### config.mk
export PLATFORM = sky130hd
export DESIGN_NAME = reg_file_arbiter
export DESIGN_NICKNAME = d
export VERILOG_FILES = /design/src/rtl/reg_arb_pkg.sv /design/src/rtl/rr_arbiter.sv /design/src/rtl/reg_file_arbiter.sv
export SDC_FILE = /design/constraint.sdc
export NUM_CORES = 1
export LEC_CHECK = 0
export BUFFER_PORTS_ARGS = -buffer_cell sky130_fd_sc_hd__buf_2
export CORE_MARGIN = 8
export CORE_UTILIZATION = 30
export CTS_CLUSTER_DIAMETER = 120
export DETAILED_ROUTE_END_ITERATION = 8
export HOLD_SLACK_MARGIN = 0.12
export PLACE_DENSITY = 0.82
export SLEW_MARGIN = 20
export SYNTH_ARGS = -nofsm -noshare
export SYNTH_HDL_FRONTEND = slang
export SYNTH_SLANG_ARGS = --single-unit
### constraint.sdc
create_clock -name clk -period 0.8 [get_ports clk]
set_clock_uncertainty 0.05 [all_clocks]
set_input_delay 0 -clock clk [delete_from_list [all_inputs] [get_ports clk]]
set_output_delay 0 -clock clk [all_outputs]
set_load 0.005 [all_outputs]
### src/rtl/reg_arb_pkg.sv
// Shared widths and request record for the register-file arbiter.
package reg_arb_pkg;

  localparam int DW   = 8;
  localparam int AW   = 3;
  localparam int NREG = 8;

  typedef logic [AW-1:0] reg_idx_t;

  typedef struct packed {
    logic           we;
    reg_idx_t       rs;
    reg_idx_t       rt;
    reg_idx_t       rd;
    logic [DW-1:0]  wdata;
  } reg_req_t;

endpackage

### src/rtl/rr_arbiter.sv
// One-hot request arbiter. REG_ARB_ROUND_ROBIN_EN selects a rotating pointer;
// without it the lowest index always wins and no pointer state exists.
module rr_arbiter
  import reg_arb_pkg::*;
#(
  parameter int NREQ = 2
) (
  input  logic            clk,
  input  logic            reset,
  input  logic [NREQ-1:0] req,
  input  logic            advance,
  output logic [NREQ-1:0] grant
);

`ifdef REG_ARB_ROUND_ROBIN_EN
  localparam int PW = (NREQ > 1) ? $clog2(NREQ) : 1;

  logic [PW-1:0] ptr;
  logic [PW-1:0] ptr_next;

  always_comb begin
    logic found;
    int   idx;
    grant    = '0;
    ptr_next = ptr;
    found    = 1'b0;
    idx      = 0;
    for (int k = 0; k < NREQ; k++) begin
      idx = (int'(ptr) + k) % NREQ;
      if (!found && req[idx]) begin
        found      = 1'b1;
        grant[idx] = 1'b1;
        ptr_next   = PW'((idx + 1) % NREQ);
      end
    end
  end

  always_ff @(posedge clk) begin
    if (reset) begin
      ptr <= '0;
    end else if (advance) begin
      ptr <= ptr_next;
    end
  end
`else
  // Fixed priority: requester 0 may starve the rest, intended for single-master builds.
  always_comb begin
    logic found;
    grant = '0;
    found = 1'b0;
    for (int k = 0; k < NREQ; k++) begin
      if (!found && req[k]) begin
        found    = 1'b1;
        grant[k] = 1'b1;
      end
    end
  end

  logic unused_ok;
  assign unused_ok = ^{clk, reset, advance};
`endif

endmodule

### src/rtl/reg_file_arbiter.sv
// Shares one register-file port between NREQ requesters; reads respond one cycle later.
// Build option REG_ARB_ROUND_ROBIN_EN enables round-robin arbitration (default: fixed priority).
module reg_file_arbiter
  import reg_arb_pkg::*;
#(
  parameter int NREQ = 2
) (
  input  logic               clk,
  input  logic               reset,
  input  logic [NREQ-1:0]    req_valid,
  output logic [NREQ-1:0]    req_ready,
  input  logic [NREQ-1:0]    req_we,
  input  logic [NREQ*AW-1:0] req_rs,
  input  logic [NREQ*AW-1:0] req_rt,
  input  logic [NREQ*AW-1:0] req_rd,
  input  logic [NREQ*DW-1:0] req_wdata,
  output logic [NREQ-1:0]    resp_valid,
  output logic [DW-1:0]      resp_rs_data,
  output logic [DW-1:0]      resp_rt_data,
  output logic               rf_rw,
  output logic [AW-1:0]      rf_rs,
  output logic [AW-1:0]      rf_rt,
  output logic [AW-1:0]      rf_rd,
  output logic [DW-1:0]      rf_wdata,
  input  logic [DW-1:0]      rf_rs_data,
  input  logic [DW-1:0]      rf_rt_data
);

  logic [NREQ-1:0] grant;
  logic [NREQ-1:0] rd_issue;
  reg_req_t        sel;

  // Nothing may be accepted while reset is held.
  rr_arbiter #(.NREQ(NREQ)) u_arb (
    .clk     (clk),
    .reset   (reset),
    .req     (req_valid & {NREQ{~reset}}),
    .advance (|grant),
    .grant   (grant)
  );

  assign req_ready = grant;

  always_comb begin
    sel = '0;
    for (int i = 0; i < NREQ; i++) begin
      if (grant[i]) begin
        sel.we    = req_we[i];
        sel.rs    = req_rs[i*AW +: AW];
        sel.rt    = req_rt[i*AW +: AW];
        sel.rd    = req_rd[i*AW +: AW];
        sel.wdata = req_wdata[i*DW +: DW];
      end
    end
  end

  assign rf_rw    = sel.we;
  assign rf_rs    = sel.rs;
  assign rf_rt    = sel.rt;
  assign rf_rd    = sel.rd;
  assign rf_wdata = sel.wdata;

  assign rd_issue = grant & ~req_we;

  always_ff @(posedge clk) begin
    if (reset) begin
      resp_valid <= '0;
    end else begin
      resp_valid <= rd_issue;
    end
  end

  // Register-file read data is already registered, so it lines up with resp_valid.
  assign resp_rs_data = rf_rs_data;
  assign resp_rt_data = rf_rt_data;

endmodule

**Word-level counts from Yosys, hierarchy flattened**

Cells that the tools add are included.

- Word-level logic and storage cells: 11
- Output and inout port bits: 38
- Bits in registers: 2

- Mux-type cells: 4
- Bitwise logic cells: 4
- Reductions and logical operators: 2

Operators by type and width:

| kind | count |
|---|---|
| $mux 18 | 2 |
| $and 2x2->2 | 2 |
| $mux 1 | 2 |
| $not 2->2 | 1 |
| $logic_and 1x1->1 | 1 |
| $logic_not 1->1 | 1 |
| $not 1->1 | 1 |

**Depth between registers and ports, before layout**

Gate-level depths: netlist of run 1.

- Depth in word-level cells: 7
- Depth in mapped cells: 4
- Gate-level depth less buffers: 2

**By module**

Synthesis of run 1 repeated with hierarchy kept, for this count alone.

- Cell total of the unflattened synthesis: 52
- Area, all modules: 421.7 um^2

By module, submodules not included:

| module | times used | area each (um^2) | cells an instance |
|---|---|---|---|
| reg_file_arbiter | 1 | 400.4 | 50 |
| rr_arbiter | 1 | 21.3 | 2 |

**Least setup slack after synthesis of run 1**

Ideal clock, no wire load.

- Kind: input-to-reg
- From: input reset
- To: register resp_valid[1]
- Cell stages on the path: 3
- Slack: 0.274 ns
- Library setup time: 0.073 ns
- Buffers on the path: 1
- Data arrival time: 0.404 ns
- Path through: buf_4 -> nand2b_1 -> nor3_2

- Longest elaborated chain between the ends: 7

RTL lines:

| element | line | text |
|---|---|---|
| start: declaration | reg_file_arbiter.sv:9 | `input logic reset,` |
| $not 1->1 | reg_file_arbiter.sv:37 | `.req (req_valid & {NREQ{~reset}}),` |
| $and 2x2->2 | reg_file_arbiter.sv:37 |  |
| $mux 1 | rr_arbiter.sv:52 | `if (!found && req[k]) begin` |
| $logic_not 1->1 | rr_arbiter.sv:52 |  |
| $logic_and 1x1->1 | rr_arbiter.sv:52 |  |
| $mux 1 | rr_arbiter.sv:52 |  |
| $and 2x2->2 | reg_file_arbiter.sv:63 | `assign rd_issue = grant & ~req_we;` |
| end signal: assignment | reg_file_arbiter.sv:69 | `resp_valid <= rd_issue;` |
| end: declaration | reg_file_arbiter.sv:17 | `output logic [NREQ-1:0] resp_valid,` |

Parallel ways exist; a longest one is shown, timed or not.
A chain may end at the register's enable or synchronous reset.

**Worst setup path in the final report of run 1**

- From: input req_valid[0]
- To: output rf_rt[2]

- Longest elaborated chain between the ends: 6
- Elaborated cells between the ends (all ways): 7
- Classes of those cells: mux (4); bitwise (1); reduce/logical (2)

RTL lines:

| element | line | text |
|---|---|---|
| start: declaration | reg_file_arbiter.sv:10 | `input logic [NREQ-1:0] req_valid,` |
| $and 2x2->2 (*) | reg_file_arbiter.sv:37 |  |
| $mux 1 (*) | rr_arbiter.sv:52 |  |
| $logic_not 1->1 | rr_arbiter.sv:52 |  |
| $logic_and 1x1->1 | rr_arbiter.sv:52 |  |
| $mux 1 | rr_arbiter.sv:52 |  |
| $mux 18 (*) | reg_file_arbiter.sv:47 | `if (grant[i]) begin` |
| end: declaration | reg_file_arbiter.sv:22 | `output logic [AW-1:0] rf_rt,` |

Every way passes the cells marked *; elsewhere a longest branch is shown, timed or not.

==> reports/metrics.yaml, run 1 <==
status:
  status: "completed"
routing:
  drt_iter0_drc: 56
  wl_mm: 2.74
  wl_per_cell_um: 15.7
  vias: 823
  drc_errors: 0
  firstDrtPassIters: 4
  via_per_inst: 4.70
  final_antenna_net_count: 0
die:
  start_util_pct: 30.6
  die_height_um: 62.8
  rows: 17
  ioPinCount: 94
  core_sq_um: 2150
  chipWidth_um: 62.8
  die_area_sq_um: 3940
worst_setup_path:
  critPathCaptureType: "output pin"
  crit_chain: "buf_6, clkbuf_16, nand3b_1, a21oi_2, buf_2"
  crit_path_end: "rf_rt[2]"
  crit_family: "buffers and inverters"
  critPathMaxFanout: 10
  crit_type: "in -> out"
  worst-path-buf-inv: 3
  cp-startpoint: "req_valid[0]"
  cp-start-kind: "input port"
  cp_slowest_stage_delay_ns: 0.16
  worst_ep_arrival_time_ns: 0.69
  crit_cells: 5
  critPathSlowestCell: "nand3b_1"
  worstPathRequired_ns: 0.75
power:
  leakagePower_uw: 0.000522
  vdd_drop_max_mv: 0.605
  cellPowerDensity_nw_per_um2: 771
logic_synthesis:
  synth_area_sq_um: 657
  ys_types: 14
  ys_top_cells_by_area: "a21oi_2 24%, buf_4 21%, nand3b_1 21%"
  synth-adder-area-share_pct: 0
  yosysTopAreaCell: "a21oi_2"
  synth_top_family_by_area: "simple AND/OR/NAND/NOR gates"
  syn_inst: 85
  synth.mux.area_fraction_pct: 0
  synth_fp_nets: 141
  synth.avg_cell_area_sq_um: 7.73
  synth-simple-area-share_pct: 38.1
  synth-xor-area-share_pct: 0
  synth_top_area_share_pct: 24.0
  synth.yosys.seq_area_share_pct: 6.10
  yosysWarnings: 0
  synth.ff_latch_count: 2
  synth-compound-area-share_pct: 24.0
run:
  cap_violations: 0
global_route:
  grt_pass1_wl_mm: 4.08
  grt.total_usage_pct: 12.3
  grt_max_degree: 40
  antenna_found_initial: 0
  grt_pass1_vias: 884
  grt_overflow_total: 0
timing:
  worstMarginPinSlew_ns: 0.300
  grt_setup_unrepaired: "false"
  tns_ns: 0
  timing.final.ws_setup_ns: 0.0598
  period_minus_slack_ns: 0.740
  final_max_slew_viol_count: 0
  hold_viol: 0
  holdWs_ns: 0.102
  fmax_mhz: 1350
  finalSetupViolCount: 0
  finalCritPeriodShare_pct: 92.5
  maxSlewHeadroom_pct: 80.0
cells_and_area:
  antennaDiodeCount: 0
  layout-area-overhead-vs-synth_pct: 65.9
  reg_top3: "resp_valid: 2 flops"
  multiInputGateArea_sq_um: 408
  seqCellArea_sq_um: 40.0
  largest_reg_flops: 2
  final_common_cell: "buf_2"
  layout.nets: 205
  largest-register: "resp_valid"
  layout-drive-gt1-share_pct: 63.3
  final_cell_mix: "59 x buf_2, 18 x nand3b_1, 18 x a21oi_2, 18 x dlygate4sd3_1, 12 x nand2_1"
  nFillCells: 219
placement:
  place_congestion: 0.707
  pre_cts_ws_ns: 0.00140
  port_buffers: 61
  dp_hpwl_mm: 1.77
clock_network:
  numCtsBuffers: 3
  post_cts.repair.setup_buffers: 0
  clk_pin_slew_worst_paths_ns: 0.04
  htreeDepth: 1
  clk_path_buf_depth: 2
  cts_tree: "yes"
  clockRootBuffer: "clkbuf_4"
  clock-sinks: 2
min_path:
  holdCritPathClass: "in -> reg"
where the power goes:
part           switching (uW)  internal, uW  total [uW]
registers               0.733           104         104
clock network            81.8           167         249
logic                     210           276         486
stage by stage:
step	cells	instance area (sq um)	power, uW	util, %
final	175	1090	840	50.7
after global routing	175	1090	890	50.7
after CTS	173	1030	796	48.0
after detailed placement	152	828	475	38.6
after global placement	152	828	467	38.6
after floorplan	85	657	384	-
layout make-up:
type / count / area share [%]
Sequential cell: 2 / 3.67
Timing Repair Buffer: 83 / 53.6
Tap cell: 28 / 3.21
Multi-Input combinational cell: 59 / 37.4
Clock buffer: 3 / 2.07
Yosys cell counts:
master,count
buf_12,1
buf_6,3
a21oi_2,18
nor2_1,1
buf_4,18
nand2b_1,1
nor3_2,1
buf_2,1
nor2b_1,2
nand2_1,12
nand3b_1,18
buf_8,1
dfxtp_1,2
nand2_2,6
what timing repair did:
action                     in CTS  in global routing
hold endpoints to repair       18                  0
setup endpoints to repair       0                 18
hold buffers                   18                  0
resized for setup               0                  4
per-layer routing:
metal	GRT usage (%)	vias up	wire length (um)
met5	0	-	0
met2	22.9	56	1400
met3	6.63	2	311
met1	11.2	371	1010
li1	-	394	-
met4	3.42	0	21
cells by family after synthesis:
group,Yosys count
and+or+nand+nor,41
buffers and inverters,24
AOI/OAI and AO/OA,18
DFF,2
worst min path at each step:
stage / end / cells after the start / slack (ns) / from
after floorplan: req_ready[0] / 1 / -0.01 / reset
after global placement: resp_rs_data[3] / 0 / -0.05 / rf_rs_data[3]
after detailed placement: resp_rs_data[3] / 0 / -0.05 / rf_rs_data[3]
after CTS: resp_valid[1]$_SDFF_PP0_ / 3 / 0.12 / req_valid[0]
after global routing: resp_valid[1]$_SDFF_PP0_ / 3 / 0.11 / req_valid[0]
final: resp_valid[1]$_SDFF_PP0_ / 3 / 0.10 / req_valid[0]
Note: power is estimated with default switching activity, not from simulation.
==> run 2, diff against run 1 <==
--- a/config.mk
+++ b/config.mk
@@ -7,11 +7,11 @@
 export LEC_CHECK = 0
 export BUFFER_PORTS_ARGS = -buffer_cell sky130_fd_sc_hd__buf_2
 export CORE_MARGIN = 8
-export CORE_UTILIZATION = 30
+export CORE_UTILIZATION = 32
 export CTS_CLUSTER_DIAMETER = 120
 export DETAILED_ROUTE_END_ITERATION = 8
 export HOLD_SLACK_MARGIN = 0.12
-export PLACE_DENSITY = 0.82
+export PLACE_DENSITY = 0.87
 export SLEW_MARGIN = 20
 export SYNTH_ARGS = -nofsm -noshare
 export SYNTH_HDL_FRONTEND = slang
==> constraint.sdc (replaced) <==
create_clock -name clk -period 0.9 [get_ports clk]
set_clock_uncertainty 0.05 [all_clocks]
set_input_delay 0 -clock clk [delete_from_list [all_inputs] [get_ports clk]]
set_output_delay 0 -clock clk [all_outputs]
set_load 0.005 [all_outputs]
==> run 2 against run 1 <==
Against the previous run:
- non-clock buffer count fell by 2
- sequential power fell by 11%
- die area fell by 4.7%
- core utilization rose by 2.3 points
- critical path depth did not move
- critical path type unchanged
- largest power group unchanged
==> reports/metrics.yaml, run 2 (synthesized netlist as in run 1, its figures left out) <==
status:
  status: "completed"  # unchanged
cells_and_area:
  largest_reg_flops: 2  # unchanged
  antennaDiodeCount: 0  # unchanged
  utilization_pct: 53.0  # was 50.7%
  layout-area-overhead-vs-synth_pct: 56.8  # was 65.9%
  layout.nets: 203  # was 205
  largest-register: "resp_valid"  # unchanged
  final_cell_mix: "61 x buf_2, 18 x nand3b_1, 18 x a21oi_2, 18 x dlygate4sd3_1, 12 x nand2_1"  # was 59 x buf_2, 18 x nand3b_1, 18 x a21oi_2, 18 x dlygate4sd3_1, 12 x nand2_1
  nFillCells: 208  # was 219
  final_common_cell: "buf_2"  # unchanged
  seqCellArea_sq_um: 40.0  # unchanged
  layout-drive-gt1-share_pct: 62.8  # was 63.3%
  multiInputGateArea_sq_um: 408  # unchanged
  reg_top3: "resp_valid: 2 flops"  # unchanged
global_route:
  grt_max_degree: 40  # unchanged
  grt.total_usage_pct: 12.7  # was 12.3%
  antenna_found_initial: 0  # unchanged
  grt.busiest_layer: "met2"  # unchanged
  grt_overflow_total: 0  # unchanged
  grtUsageMet1_pct: 12.3  # was 11.2%
  grt.met3_usage_pct: 6.47  # was 6.63%
  grt_pass1_vias: 853  # was 884
  grt_pass1_wl_mm: 3.71  # was 4.08 mm
  grtUsageMet2_pct: 22.8  # was 22.9%
clock_network:
  clock-sinks: 2  # unchanged
  clk_pin_slew_worst_paths_ns: 0.03  # was 0.04 ns
  numCtsBuffers: 3  # unchanged
  post_cts.repair.setup_buffers: 0  # unchanged
  clockRootBuffer: "clkbuf_4"  # unchanged
  cts_tree: "yes"  # unchanged
  clk_path_buf_depth: 2  # unchanged
  htreeDepth: 1  # unchanged
worst_setup_path:
  crit_family: "buffers and inverters"  # unchanged
  worst_ep_arrival_time_ns: 0.76  # was 0.69 ns
  critPathSlowestCell: "nand3b_1"  # unchanged
  cp_slowest_stage_delay_ns: 0.18  # was 0.16 ns
  crit_cells: 5  # unchanged
  crit_path_end: "rf_wdata[7]"  # was rf_rt[2]
  worst-path-buf-inv: 3  # unchanged
  cp-startpoint: "req_valid[0]"  # unchanged
  crit_type: "in -> out"  # unchanged
  critPathMostFrequentCell: "buf_2"
  critPathMaxFanout: 39  # was 10
  critPathCaptureType: "output pin"  # unchanged
  worstPathRequired_ns: 0.85  # was 0.75 ns
  crit_chain: "buf_2, buf_12, nand3b_1, a21oi_2, buf_2"  # was buf_6, clkbuf_16, nand3b_1, a21oi_2, buf_2
  cp-start-kind: "input port"  # unchanged
power:
  cell_internal_pwr_uw: 461  # was 548 uW
  switching_power_uw: 225  # was 292 uW
  switching_share_pct: 32.8  # was 34.8%
  pwr-share-comb_pct: 58.0  # was 57.9%
  clockPowerShare_pct: 28.4  # was 29.7%
  cellPowerDensity_nw_per_um2: 666  # was 771 nW/um^2
  vdd_drop_max_mv: 0.470  # was 0.605 mV
  leakagePower_uw: 0.000495  # was 0.000522 uW
  seq_power_share_pct: 13.5  # was 12.4%
timing:
  maxSlewHeadroom_pct: 78.1  # was 80.0%
  finalSetupViolCount: 0  # unchanged
  hold_viol: 0  # unchanged
  final_max_slew_viol_count: 0  # unchanged
  period_minus_slack_ns: 0.808
  tns_ns: 0  # unchanged
  fmax_mhz: 1240
  grt_setup_unrepaired: "false"  # unchanged
  worstMarginPinSlew_ns: 0.328  # was 0.300 ns
  finalCritPeriodShare_pct: 89.8
die:
  die_height_um: 61.3  # was 62.8 um
  chipWidth_um: 61.3  # was 62.8 um
  die_area_sq_um: 3760  # was 3940 sq um
  core_sq_um: 1940  # was 2150 sq um
  rows: 16  # was 17
  ioPinCount: 94  # unchanged
  start_util_pct: 33.8  # was 30.6%
placement:
  port_buffers: 61  # unchanged
  place_congestion: 0.740  # was 0.707
  dp_hpwl_mm: 1.84  # was 1.77 mm
run:
  cap_violations: 0  # unchanged
routing:
  final_antenna_net_count: 0  # unchanged
  vias: 799  # was 823
  wl_per_cell_um: 14.5  # was 15.7 um
  firstDrtPassIters: 2  # was 4
  drt_iter0_drc: 27  # was 56
  via_per_inst: 4.65  # was 4.70
  wl_mm: 2.49  # was 2.74 mm
  drc_errors: 0  # unchanged
min_path:
  holdCritPathClass: "in -> reg"  # unchanged
## run 2: cell types whose count changed in the layout (fill, tap and decap cells not counted), sizes merged
cell / before / now
clkbuf: 6 / 3
buf: 62 / 63
## run 2: how the worst min path moves through the flow
stage,start,endpoint,slack (ns),cells after the start
floorplan,reset,req_ready[0],-0.01,1
global placement,rf_rt_data[2],resp_rt_data[2],-0.05,0
detailed placement,rf_rt_data[2],resp_rt_data[2],-0.05,0
CTS,req_valid[0],resp_valid[1]$_SDFF_PP0_,0.13,3
global route,req_valid[0],resp_valid[1]$_SDFF_PP0_,0.16,3
finish,req_valid[0],resp_valid[1]$_SDFF_PP0_,0.14,3
## run 2: stage by stage
stage | instances | hold WS (ns) | instance area (sq um) | setup WS [ns] | total power, uW
6_report | 172 | 0.138 | 1030 | 0.0917 | 686
5_1_grt | 172 | 0.158 | 1030 | 0.0351 | 745
4_1_cts | 172 | 0.135 | 1030 | 0.0957 | 700
3_5_place_dp | 151 | -0.0500 | 827 | 0.0962 | 423
3_3_place_gp | 151 | -0.0500 | 827 | 0.108 | 417
2_1_floorplan | 85 | -0.0150 | 657 | 0.374 | 341
## run 2: power by group through the flow
stage               combinational, uW  clock [uW]  sequential (uW)
global placement                  323           0             93.9
CTS                               404         204             92.9
detailed placement                329           0             94.0
global route                      438         213             93.2
floorplan                         247           0             94.6
finish                            398         195             92.9
## run 2: final cells by class
cell class                 instances  area share (%)
tap                               27            3.28
clock buffer                       3            2.19
multi-input combinational         59            39.6
timing repair buffer              81            51.0
sequential                         2            3.89
## run 2: per-layer routing
| layer | vias to the layer above | wire (um) |
|---|---|---|
| met1 | 348 | 852 |
| met5 | - | 0 |
| met2 | 61 | 1140 |
| met3 | 2 | 479 |
| li1 | 388 | - |
| met4 | 0 | 14 |
## run 2: what timing repair did
action	CTS	global route
resized for setup	0	0
hold endpoints to repair	18	0
hold buffers	18	0
==> run 3, diff against run 2 <==
--- a/config.mk
+++ b/config.mk
@@ -8,7 +8,7 @@
 export BUFFER_PORTS_ARGS = -buffer_cell sky130_fd_sc_hd__buf_2
 export CORE_MARGIN = 8
 export CORE_UTILIZATION = 32
-export CTS_CLUSTER_DIAMETER = 120
+export CTS_CLUSTER_DIAMETER = 50
 export DETAILED_ROUTE_END_ITERATION = 8
 export HOLD_SLACK_MARGIN = 0.12
 export PLACE_DENSITY = 0.87
==> constraint.sdc (replaced) <==
create_clock -name clk -period 0.9 [get_ports clk]
set_clock_uncertainty 0.05 [all_clocks]
set_input_delay 0 -clock clk [delete_from_list [all_inputs] [get_ports clk]]
set_output_delay 0 -clock clk [all_outputs]
set_load 0.01 [all_outputs]
==> run 3 against run 2 <==
Against the previous run:
- clock power up 6%
- global-route usage down 0.51 points
- flip-flop and latch count unchanged
- worst setup slack better by 0.0012 ns
- die area unchanged
- clock-buffer cell count unchanged
- critical path depth unchanged
- non-clock buffer count up 1
- highest routed layer unchanged
==> reports/metrics.yaml, run 3 (synthesized netlist as in run 1, its figures left out) <==
routing:
  vias: 799  # unchanged
  firstDrtPassIters: 2  # unchanged
  drc_errors: 0  # unchanged
  drt_iter0_drc: 21  # was 27
  wl_per_cell_um: 14.5  # about the same
  via_per_inst: 4.62  # was 4.65
  final_antenna_net_count: 0  # unchanged
  wl_mm: 2.51  # was 2.49 mm
placement:
  port_buffers: 61  # unchanged
  pre_cts_ws_ns: 0.0858  # was 0.0962 ns
  place_congestion: 0.711  # was 0.740
  dp_hpwl_mm: 1.88  # was 1.84 mm
die:
  chipWidth_um: 61.3  # unchanged
  core_sq_um: 1940  # unchanged
  ioPinCount: 94  # unchanged
  start_util_pct: 33.8  # unchanged
  die_area_sq_um: 3760  # unchanged
  die_height_um: 61.3  # unchanged
  rows: 16  # unchanged
timing:
  fmax_mhz: 1240  # about the same
  tns_ns: 0  # unchanged
  maxSlewHeadroom_pct: 78.0  # was 78.1%
  period_minus_slack_ns: 0.807  # was 0.808 ns
  hold_viol: 0  # unchanged
  timing.final.ws_setup_ns: 0.0929  # was 0.0917 ns
  finalSetupViolCount: 0  # unchanged
  finalCritPeriodShare_pct: 89.7  # was 89.8%
  grt_setup_unrepaired: "false"  # unchanged
  final_max_slew_viol_count: 0  # unchanged
  worstMarginPinSlew_ns: 0.331  # was 0.328 ns
clock_network:
  htreeDepth: 1  # unchanged
  clk_pin_slew_worst_paths_ns: 0.03  # about the same
  numCtsBuffers: 3  # unchanged
  clk_path_buf_depth: 2  # unchanged
  clockRootBuffer: "clkbuf_4"  # unchanged
  cts_tree: "yes"  # unchanged
  ctsHoldBuffers: 18  # unchanged
  post_cts_resized: 0  # unchanged
  post_cts.repair.setup_buffers: 0  # unchanged
  clock-sinks: 2  # unchanged
global_route:
  grt_pass1_wl_mm: 3.55  # was 3.71 mm
  grt_max_degree: 26  # was 40
  grt_pass1_vias: 872  # was 853
  grt_overflow_total: 0  # unchanged
  grt.total_usage_pct: 12.2  # was 12.7%
  antenna_found_initial: 0  # unchanged
cells_and_area:
  largest-register: "resp_valid"  # unchanged
  final_common_cell: "buf_2"  # unchanged
  nFillCells: 193  # was 208
  final_cell_mix: "61 x buf_2, 18 x nand3b_1, 18 x a21oi_2, 18 x dlygate4sd3_1, 12 x nand2_1"  # unchanged
  seqCellArea_sq_um: 40.0  # unchanged
  layout-drive-gt1-share_pct: 63.0  # was 62.8%
  multiInputGateArea_sq_um: 408  # unchanged
  antennaDiodeCount: 0  # unchanged
  layout-area-overhead-vs-synth_pct: 59.8  # was 56.8%
  reg_top3: "resp_valid: 2 flops"  # unchanged
  layout.nets: 204  # was 203
  largest_reg_flops: 2  # unchanged
worst_setup_path:
  cp-startpoint: "req_valid[0]"  # unchanged
  crit_type: "in -> out"  # unchanged
  worst_ep_arrival_time_ns: 0.76  # about the same
  critPathCaptureType: "output pin"  # unchanged
  cp-start-kind: "input port"  # unchanged
  critPathMaxFanout: 25  # was 39
  worstPathRequired_ns: 0.85  # about the same
power:
  leakagePower_uw: 0.000504  # was 0.000495 uW
  vdd_drop_max_mv: 0.719  # was 0.470 mV
  cellPowerDensity_nw_per_um2: 710  # was 666 nW/um^2
min_path:
  holdCritPathClass: "in -> reg"  # unchanged
  min-delay-start: "req_valid[0]"  # unchanged
run:
  cap_violations: 0  # unchanged
status:
  status: "completed"  # unchanged
run 3: where the power goes:
part	switching, uW	total (uW)	internal [uW]
Combinational	213	446	232
Sequential	0.555	92.8	92.3
Clock	58.6	206	148
Total	273	745	472
run 3: layer usage:
metal  up-vias  global-route usage, %  wire length (um)
met2        63                   22.5              1190
met5         -                      0                 0
met1       341                   10.9               857
met4         0                   5.98                34
met3         4                   5.64               432
li1        391                      -                 -
run 3: worst max-delay path, cell delays in order:
cell	delay, ns
buf_2	0.13
buf_12	0.15
nand3b_1	0.17
a21oi_2	0.15
buf_2	0.14
run 3: path summary, 6_finish.rpt:
path                                        to  slack [ns]  cells past startpoint
worst max-delay path                  rf_rd[2]        0.09                      5
worst min-delay path  resp_valid[1]$_SDFF_PP0_        0.11                      3
run 3: stage by stage:
stage	cells	utilization, %	total power (uW)	cell area, sq um	hold WS, ns
3_3_place_gp	152	43.6	450	847	-0.0499
3_5_place_dp	152	43.6	455	847	-0.0499
6_report	173	54.1	745	1050	0.110
4_1_cts	173	54.1	737	1050	0.126
2_1_floorplan	85	-	377	657	0.000984
5_1_grt	173	54.1	801	1050	0.125
run 3: final cells by class:
class | instances | share of cell area, %
Clock buffer | 3 | 2.15
Multi-Input combinational cell | 59 | 38.9
Sequential cell | 2 | 3.81
Tap cell | 27 | 3.22
Timing Repair Buffer | 82 | 52.0
